<file path="src/rtl/alu_arb_pkg.sv">
// Shared types and constants for the ALU request arbiter.
// The package holds the FSM state encoding, the ALU data width and the default watchdog limit.
package alu_arb_pkg;

  localparam int ALU_DW      = 16;
  localparam int DEF_TIMEOUT = 64;

  typedef enum logic [1:0] {
    IDLE,
    ISSUE,
    WAIT,
    RESP
  } arb_state_t;

endpackage

</file>
<file path="src/rtl/alu_req_arbiter_pick.sv">
// alu_rr_pick: combinational round-robin picker.
// It searches from i_last+1 with wrap-around and returns a one-hot grant and its index.
module alu_rr_pick
  import alu_arb_pkg::*;
#(
  parameter int NREQ = 4,
  parameter int IW   = 2
) (
  input  logic [NREQ-1:0] i_req,
  input  logic [IW-1:0]   i_last,
  output logic [NREQ-1:0] o_grant,
  output logic [IW-1:0]   o_idx,
  output logic            o_any
);

  logic          w_found;
  logic [IW-1:0] w_k;

  // The last offset tried is i_last itself, so the previous winner has the lowest priority.
  always_comb begin
    o_grant = '0;
    o_idx   = '0;
    w_found = 1'b0;
    w_k     = '0;
    for (int off = 1; off <= NREQ; off++) begin
      w_k = IW'((int'(i_last) + off) % NREQ);
      if (!w_found && i_req[w_k]) begin
        w_found      = 1'b1;
        o_grant[w_k] = 1'b1;
        o_idx        = w_k;
      end
    end
  end

  assign o_any = w_found;

endmodule

</file>
<file path="src/rtl/alu_req_arbiter.sv">
// alu_req_arbiter: round-robin front end that shares one multi-cycle ALU among NREQ requesters.
// Optional WAIT watchdog is enabled with `define ALU_ARB_TIMEOUT_EN.
module alu_req_arbiter
  import alu_arb_pkg::*;
#(
  parameter int NREQ    = 4,
  parameter int DW      = ALU_DW,
  parameter int TIMEOUT = DEF_TIMEOUT
) (
  input  logic             clk,
  input  logic             rstn,
  input  logic [NREQ-1:0]    req_valid,
  input  logic [NREQ*DW-1:0] req_instr,
  output logic [NREQ-1:0]    req_ready,
  output logic [NREQ-1:0]    rsp_valid,
  output logic [DW-1:0]      rsp_data,
  output logic               rsp_err,
  output logic [DW-1:0]      alu_din,
  output logic               alu_run,
  input  logic               alu_done,
  input  logic [DW-1:0]      alu_g,
  output logic               busy
);

  localparam int IW = (NREQ > 1) ? $clog2(NREQ) : 1;

  arb_state_t      r_state, w_next;
  logic [IW-1:0]   r_grant, r_last, w_idx;
  logic [NREQ-1:0] w_onehot;
  logic            w_any;
  logic [DW-1:0]   r_din, r_data;
  logic            w_timeout;

  alu_rr_pick #(
    .NREQ (NREQ),
    .IW   (IW)
  ) u_pick (
    .i_req   (req_valid),
    .i_last  (r_last),
    .o_grant (w_onehot),
    .o_idx   (w_idx),
    .o_any   (w_any)
  );

`ifdef ALU_ARB_TIMEOUT_EN
  localparam int CW = (TIMEOUT > 1) ? $clog2(TIMEOUT) : 1;

  logic [CW-1:0] r_cnt;
  logic          r_err;

  always_ff @(posedge clk or negedge rstn) begin
    if (!rstn) begin
      r_cnt <= '0;
    end else if (r_state == ISSUE) begin
      r_cnt <= '0;
    end else if (r_state == WAIT) begin
      r_cnt <= r_cnt + 1'b1;
    end
  end

  // A done arriving in the terminal WAIT cycle takes precedence over the watchdog.
  assign w_timeout = (r_state == WAIT) && !alu_done && (r_cnt == CW'(TIMEOUT - 1));

  always_ff @(posedge clk or negedge rstn) begin
    if (!rstn) begin
      r_err <= 1'b0;
    end else if (r_state == WAIT) begin
      if (alu_done) begin
        r_err <= 1'b0;
      end else if (w_timeout) begin
        r_err <= 1'b1;
      end
    end
  end

  assign rsp_err = r_err;
`else
  logic w_unused_timeout;

  assign w_unused_timeout = (TIMEOUT > 0);
  assign w_timeout        = 1'b0;
  assign rsp_err          = 1'b0;
`endif

  always_ff @(posedge clk or negedge rstn) begin
    if (!rstn) begin
      r_state <= IDLE;
    end else begin
      r_state <= w_next;
    end
  end

  always_comb begin
    w_next = r_state;
    case (r_state)
      IDLE:    if (w_any) w_next = ISSUE;
      ISSUE:   w_next = WAIT;
      WAIT:    if (alu_done || w_timeout) w_next = RESP;
      RESP:    w_next = IDLE;
      default: w_next = IDLE;
    endcase
  end

  // alu_din is loaded only when leaving IDLE, so it stays put from run through done.
  always_ff @(posedge clk or negedge rstn) begin
    if (!rstn) begin
      r_din   <= '0;
      r_grant <= '0;
      r_last  <= IW'(NREQ - 1);
      r_data  <= '0;
    end else begin
      case (r_state)
        IDLE: begin
          if (w_any) begin
            r_din   <= req_instr[int'(w_idx)*DW +: DW];
            r_grant <= w_idx;
          end
        end
        WAIT: begin
          if (alu_done) begin
            r_data <= alu_g;
          end else if (w_timeout) begin
            r_data <= '0;
          end
        end
        RESP:    r_last <= r_grant;
        default: ;
      endcase
    end
  end

  assign req_ready = (r_state == IDLE) ? w_onehot : '0;
  assign alu_run   = (r_state == ISSUE);
  assign rsp_valid = (r_state == RESP) ? (NREQ'(1) << r_grant) : '0;
  assign rsp_data  = r_data;
  assign alu_din   = r_din;
  assign busy      = (r_state != IDLE);

endmodule

</file>
<file path="config.mk">
export PLATFORM = sky130hd
export DESIGN_NAME = alu_req_arbiter
export DESIGN_NICKNAME = d
export VERILOG_FILES = /design/src/rtl/alu_arb_pkg.sv /design/src/rtl/alu_req_arbiter_pick.sv /design/src/rtl/alu_req_arbiter.sv
export SDC_FILE = /design/constraint.sdc
export NUM_CORES = 1
export LEC_CHECK = 0
export CORE_ASPECT_RATIO = 0.75
export CORE_MARGIN = 2
export CORE_UTILIZATION = 44
export CTS_BUF_LIST = sky130_fd_sc_hd__clkbuf_16
export DETAILED_ROUTE_END_ITERATION = 8
export GPL_TIMING_DRIVEN = 0
export PLACE_DENSITY_LB_ADDON = 0.3
export SLEW_MARGIN = 0
export SYNTH_ARGS = -nofsm -noshare
export SYNTH_HDL_FRONTEND = slang
export SYNTH_SLANG_ARGS = --single-unit
</file>
<file path="constraint.sdc">
create_clock -name clk -period 5 [get_ports clk]
set_input_delay 1.25 -clock clk [delete_from_list [all_inputs] [get_ports clk]]
set_output_delay 1.25 -clock clk [all_outputs]
set_load 0.02 [all_outputs]
</file>
==> key figures, run 1 <==
Setup path
  • CP top delay family: buffers and inverters
  • Critical path's most frequent cell: clkdlybuf4s50_1
  • Critical Path End Type: primary output
  • Worst Path Arrival: 3.62 ns
  • CP cell instances: clkdlybuf4s50_1 -> mux4_2 -> nor2b_2 -> a22o_1 -> nand2_1 -> a31oi_1 -> clkdlybuf4s50_1
  • Crit-path slowest cell: clkdlybuf4s50_1
  • WS Path Type: in2out
  • Biggest cell delay along the critical path: 0.63 ns
  • Buf/Inv on CP: 2
  • Worst-path maximum fanout: 9
  • CP Data Required Time: 3.75 ns
  • Crit start category: input port

STA
  • Fmax: 205 MHz
  • RSZ-0062 raised after global routing: no
  • Final Critical Period: 4.87 ns
  • PnR worst setup slack: 0.125 ns
  • Final period util: 97.5%
  • Worst Skew: 0.00187 ns
  • Final Setup Violations: 0
  • Max-slew violations: 0
  • Worst-Margin Slew: 0.856 ns
  • Slew HR: 43.0%
  • Final Hold Viols: 0

Synth
  • Yosys top cell by area: dfrtp_1
  • Ys async rst share: 100%
  • Post-synth top area share: 34.8%
  • Synthesized Nets: 364
  • Distinct cells, synth: 42
  • Synthesized area per cell: 9.78 µm²
  • Synth warn: 0
  • Syn Inst Count: 265
  • Synth Cell Area: 2590 µm²
  • Yosys reg bits: 38
  • Top cells by area, synth: dfrtp_1 (35%), a211oi_1 (8.7%), mux2_2 (7.8%)
  • Ys flop type: dfrtp_1
  • Post-synth EDFFs: 0
  • Sequential share of the synthesized area: 36.8%

Floorplanning
  • Die area: 6530 µm²
  • Core outline area: 5740 µm²
  • Die Y: 70.5 µm
  • DIE WIDTH: 92.6 µm
  • Ports: 130
  • Num rows: 24
  • Starting density of the core: 45.2%

Pwr
  • Internal power: 1.49 mW
  • PwrDens: 630 nW/µm²
  • Clock share of power: 13.4%
  • Peak supply drop: 0.353 mV
  • Pwr Total: 2.60 mW
  • Combinational share of power: 64.3%
  • Psw: 1.12 mW
  • Switch share: 42.8%
  • Leak Pwr: 1.70 nW
  • Flop pwr share: 22.3%

Placement
  • Routability cong.: 0.881
  • Pre-CTS WS: -0.000223 ns
  • DP Wirelength: 5.97 mm
  • PortBufs: 127
  • Inst Count DP: 470

Routing
  • Routed vias/inst: 5.42
  • DRT Pass-1 Iters: 4
  • Routed WL per cell: 16.4 µm
  • Final ANT Viol Nets: 0
  • Via count: 2594
  • Iter 0 DRT Violations: 130
  • Final WL: 7.88 mm
  • # DRC: 0

Cells and area
  • Synth-to-layout area growth: 59.4%
  • # fillers: 432
  • Antenna diodes: 0
  • Most common library cell in the layout ignoring fill and taps: clkdlybuf4s50_1
  • Share of cells above drive strength 1: 11.7%
  • Final Non-Filler Cells: 479
  • Commonest cells after routing, fill and taps aside: clkdlybuf4s50_1 (126), dfrtp_1 (36), a211oi_1 (30)
  • Fin nets: 499

Clock network
  • Clock Sinks: 38
  • Root Buffer: clkbuf_16
  • Total CTS buffers: 5
  • H-tree lvl count: 2
  • Max Buffers Root-to-Sink: 2
  • Clock latency on the worst-skew pair: 0.27 ns
  • Clk slew on worst S/H paths: 0.05 ns
  • Post-CTS Hold Buffers: 0
  • CTS tree: yes

GRT
  • Met2 Resource Use GR: 40.6%
  • Met3 Resource Use GR: 7.77%
  • First-pass GRT wire length: 12.5 mm
  • Number of global-route vias before repair: 2591
  • GRT Util Overall: 24.5%
  • Largest net degree at the start of global routing: 39
  • Gr busiest metal: met2
  • Met1 Resource Use GR: 31.7%
  • Remaining Overflow, GRT: 0
  • Initial antenna violation count: 0

Hold path
  • Hold crit path type: reg2reg

Status
  • Status: finished, final reports clean

Job
  • Max cap viols: 0
sequential cells by signal, summed over array words and instances, names as in the netlist:
name      count
alu_din      16
rsp_data     16
r_grant       2
r_last        2
r_state       2
final cells by class:
| type | instances | area (µm²) | area share [%] |
|---|---|---|---|
| Timing Repair Buffer | 128 | 1270 | 30.8 |
| Buffer | 19 | 98.8 | 2.39 |
| Clock inverter | 3 | 37.5 | 0.909 |
| Sequential cell | 38 | 953 | 23.1 |
| Clock buffer | 5 | 125 | 3.03 |
| Multi-Input combinational cell | 184 | 1450 | 35.2 |
| Tap cell | 78 | 97.6 | 2.36 |
| Inverter | 24 | 90.1 | 2.18 |
metrics by stage:
step                      utilization, %  area [µm²]  hold WS (ns)   TNS (ns)
after floorplan                        -        2590         0.502          0
after global placement              69.0        3960         0.485          0
after detailed placement            69.0        3960         0.492  -0.000223
after CTS                           71.8        4120         0.505          0
after global routing                72.0        4130         0.511          0
final                               72.0        4130         0.502          0
synth_stat cells (2+ instances only):
cell type,count
a31oi_1,4
o21ai_0,6
clkbuf_1,10
buf_4,3
nand2_1,20
nor2_1,23
dfrtp_1,36
mux2i_1,18
inv_1,24
buf_2,5
o211ai_1,5
mux4_2,3
nand2b_1,3
ha_1,12
a211oi_1,30
a221oi_1,15
mux2_2,18
a22o_1,5
dfstp_2,2
logic make-up (layout without fill, tap and decap cells):
logic type / count (synthesis) / in the layout / synth area share [%]
buffers and inverters: 43 / 179 / 7.19
other: 1 / 1 / 0.145
adder cells (fa/ha/maj): 12 / 12 / 5.79
flip-flops: 38 / 38 / 36.8
multiplexers: 39 / 39 / 17.4
AND/OR/NAND/NOR: 54 / 54 / 9.18
XOR/XNOR: 1 / 1 / 0.338
AO/OA/AOI/OAI: 77 / 77 / 23.2
layer usage:
metal  part of all wire (%)  wire, µm  vias up
li1                       -         -     1250
met1                     41      3260     1208
met2                     48      3770      128
met3                    9.6       754        8
met4                    1.3       100        0
met5                      0         0        -
power groups by stage:
| stage | clock [mW] | combinational, mW | sequential (mW) |
|---|---|---|---|
| detailed placement | 0 | 1.65 | 0.583 |
| finish | 0.350 | 1.67 | 0.581 |
| floorplan | 0 | 0.893 | 0.727 |
| global placement | 0 | 1.62 | 0.575 |
| CTS | 0.353 | 1.67 | 0.580 |
| global route | 0.371 | 1.81 | 0.602 |
worst paths after layout:
| kind | from | to | slack, ns | depth (start not counted) |
|---|---|---|---|---|
| worst max-delay path | req_valid[2] | req_ready[0] | 0.13 | 7 |
| worst min-delay path | rsp_data[15] | rsp_data[15] | 0.50 | 1 |
| worst max register to register | r_last[0] | alu_din[3] | 1.52 | 12 |
| worst min register to register | rsp_data[15] | rsp_data[15] | 0.50 | 1 |
| max in group asynchronous | rstn | alu_din[12] | 3.38 | 1 |
| min in group asynchronous | rstn | rsp_data[2] | 1.08 | 1 |
timing repair:
action / CTS / global route
cloned: 0 / 0
endpoints found under the setup margin: 4 / 4
resized for setup: 1 / 3
setup buffers: 0 / 1
No activity file was read; power rests on OpenSTA's default activity.
==> run 2, diff against run 1 <==
--- a/config.mk
+++ b/config.mk
@@ -12,6 +12,7 @@
 export DETAILED_ROUTE_END_ITERATION = 8
 export GPL_TIMING_DRIVEN = 0
 export PLACE_DENSITY_LB_ADDON = 0.3
+export SKIP_LAST_GASP = 1
 export SLEW_MARGIN = 0
 export SYNTH_ARGS = -nofsm -noshare
 export SYNTH_HDL_FRONTEND = slang
==> results of run 2 <==
Same layout as run 1: the final DEF is identical, and so are final timing and power.
==> run 3, diff against run 2 <==
--- a/config.mk
+++ b/config.mk
@@ -5,13 +5,16 @@
 export SDC_FILE = /design/constraint.sdc
 export NUM_CORES = 1
 export LEC_CHECK = 0
+export CELL_PAD_IN_SITES_DETAIL_PLACEMENT = 2
+export CELL_PAD_IN_SITES_GLOBAL_PLACEMENT = 2
 export CORE_ASPECT_RATIO = 0.75
 export CORE_MARGIN = 2
-export CORE_UTILIZATION = 44
+export CORE_UTILIZATION = 25
 export CTS_BUF_LIST = sky130_fd_sc_hd__clkbuf_16
 export DETAILED_ROUTE_END_ITERATION = 8
 export GPL_TIMING_DRIVEN = 0
 export PLACE_DENSITY_LB_ADDON = 0.3
+export SETUP_SLACK_MARGIN = 0.1
 export SKIP_LAST_GASP = 1
 export SLEW_MARGIN = 0
 export SYNTH_ARGS = -nofsm -noshare
==> run 3 against run 2 <==
Clock skew rose by 0.0037 ns. Non-clock buffer count is the same. Combinational power increased by 3%. Maximum frequency increased by 4.4%. Routed wire length grew 28%. Critical endpoint is now req_ready[2].
==> key figures, run 3 (synthesis results as in run 1) <==
Status
  • Status: finished, final reports clean

Setup path
  • Worst-path maximum fanout: 8
  • Worst r2r src: r_last[0]
  • Critical Path End Type: primary output
  • CP Data Required Time: 3.75 ns
  • WS Path Type: in2out
  • Crit start category: input port
  • R2R cell count: 12
  • Worst Path Arrival: 3.42 ns
  • FF-to-FF End: alu_din[6]
  • Worst R2R Setup Slack: 1.35 ns

Clock network
  • Clk slew on worst S/H paths: 0.06 ns
  • Clock latency on the worst-skew pair: 0.28 ns
  • Clock Sinks: 38
  • Max Buffers Root-to-Sink: 2
  • Total CTS buffers: 5
  • CTS tree: yes
  • H-tree lvl count: 2
  • Root Buffer: clkbuf_16
  • Post-CTS Hold Buffers: 0

Placement
  • DP Wirelength: 8.17 mm
  • Routability cong.: 0.806
  • PortBufs: 127
  • Pre-CTS WS: -0.141 ns
  • Inst Count DP: 528

GRT
  • First-pass GRT wire length: 16.0 mm
  • Met1 Resource Use GR: 25.4%
  • Largest net degree at the start of global routing: 39
  • GRT Util Overall: 18.3%
  • Number of global-route vias before repair: 2799
  • Remaining Overflow, GRT: 0
  • Met3 Resource Use GR: 3.42%
  • Gr busiest metal: met2
  • Met2 Resource Use GR: 30.2%
  • Initial antenna violation count: 0

Routing
  • Final WL: 10.1 mm
  • Routed WL per cell: 18.8 µm
  • Routed vias/inst: 4.81
  • DRT Pass-1 Iters: 4
  • # DRC: 0
  • Iter 0 DRT Violations: 73
  • Via count: 2584
  • Final ANT Viol Nets: 0

STA
  • Final Hold Viols: 0
  • PnR worst setup slack: 0.329 ns
  • Final Setup Violations: 0
  • TNS Setup: 0 ns
  • Worst Skew: 0.00559 ns
  • Hold WS: 0.504 ns
  • Worst-Margin Slew: 0.875 ns
  • Max-slew violations: 0
  • Final period util: 93.4%
  • RSZ-0062 raised after global routing: no
  • Fmax: 214 MHz
  • Slew HR: 41.7%
  • Final Critical Period: 4.67 ns

Cells and area
  • Synth-to-layout area growth: 61.7%
  • Share of cells above drive strength 1: 12.0%
  • Most common library cell in the layout ignoring fill and taps: clkdlybuf4s50_1
  • Fin nets: 499
  • Final Non-Filler Cells: 537
  • Commonest cells after routing, fill and taps aside: clkdlybuf4s50_1 (121), dfrtp_1 (36), a211oi_1 (30)
  • # fillers: 1124
  • Antenna diodes: 0

Hold path
  • WHS Endpoint: rsp_data[11]
  • Hold crit path type: reg2reg
  • Hold Path Depth: 1
  • Hold_sp: rsp_data[11]

Floorplanning
  • Die area: 11200 µm²
  • Ports: 130
  • Die Y: 92.2 µm
  • Core outline area: 10200 µm²
  • DIE WIDTH: 122 µm
  • Starting density of the core: 25.5%
  • Num rows: 32

Job
  • Max cap viols: 0

Pwr
  • PwrDens: 623 nW/µm²
  • Leak Pwr: 1.75 nW
  • Peak supply drop: 0.188 mV
-- run 3: cell count changes in the layout (fill, tap and decap cells not counted), sizes merged --
cell	delta
clkdlybuf4s50	-5
dlymetal6s2s	+4
bufinv	-1
clkinv	+1
clkinvlp	+1
dlygate4sd2	+1
inv	-1
-- run 3: stage by stage --
step / power (mW) / cell area, µm² / utilization, %
after global routing: 2.82 / 4190 / 41.2
after CTS: 2.64 / 4180 / 41.1
after global placement: 2.24 / 4030 / 39.7
after floorplan: 1.62 / 2590 / -
after detailed placement: 2.31 / 4030 / 39.6
final: 2.61 / 4190 / 41.2
-- run 3: worst max-delay path by stage --
stage | from | cells after the start | end | slack (ns)
global route | req_valid[0] | 7 | req_ready[2] | 0.21
detailed placement | req_valid[1] | 8 | req_ready[2] | -0.14
CTS | req_valid[2] | 7 | req_ready[3] | 0.10
global placement | req_valid[1] | 8 | req_ready[2] | -0.11
finish | req_valid[0] | 7 | req_ready[2] | 0.33
floorplan | req_valid[3] | 6 | req_ready[0] | 1.01
-- run 3: area by class of cell --
class	instances	area, µm²	area share [%]
Buffer	19	98.8	2.36
Clock buffer	5	125	2.99
Clock inverter	3	16.3	0.388
Inverter	24	90.1	2.15
Multi-Input combinational cell	184	1450	34.7
Sequential cell	38	953	22.8
Tap cell	136	170	4.06
Timing Repair Buffer	128	1280	30.6
-- run 3: worst max-delay path: stages --
cell and delay (ns):
clkdlybuf4s50_1 0.55, mux4_2 0.56, nor2b_2 0.23, a22o_1 0.16
nand2_1 0.07, a31oi_1 0.23, dlygate4sd2_1 0.36
-- run 3: repair_timing --
action / in CTS / in global routing
setup endpoints to repair: 4 / 3
hold endpoints to repair: 0 / 0
resized for setup: 4 / 4
setup buffers: 1 / 0
pin swaps: 0 / 0
-- run 3: metal layers --
metal  part of all wire [%]  up-vias  routed length, µm
li1                       -     1248                  -
met5                      0        -                  0
met1                     47     1263               4750
met4                   0.55        0                 55
met3                    5.1        4                518
met2                     47       69               4750
-- run 3: power breakdown --
part | internal (mW) | total (mW) | leakage (nW) | switching (mW)
clock | 0.182 | 0.309 | 0.0672 | 0.127
combinational | 0.779 | 1.72 | 1.25 | 0.938
sequential | 0.475 | 0.585 | 0.435 | 0.110
total | 1.44 | 2.61 | 1.75 | 1.17
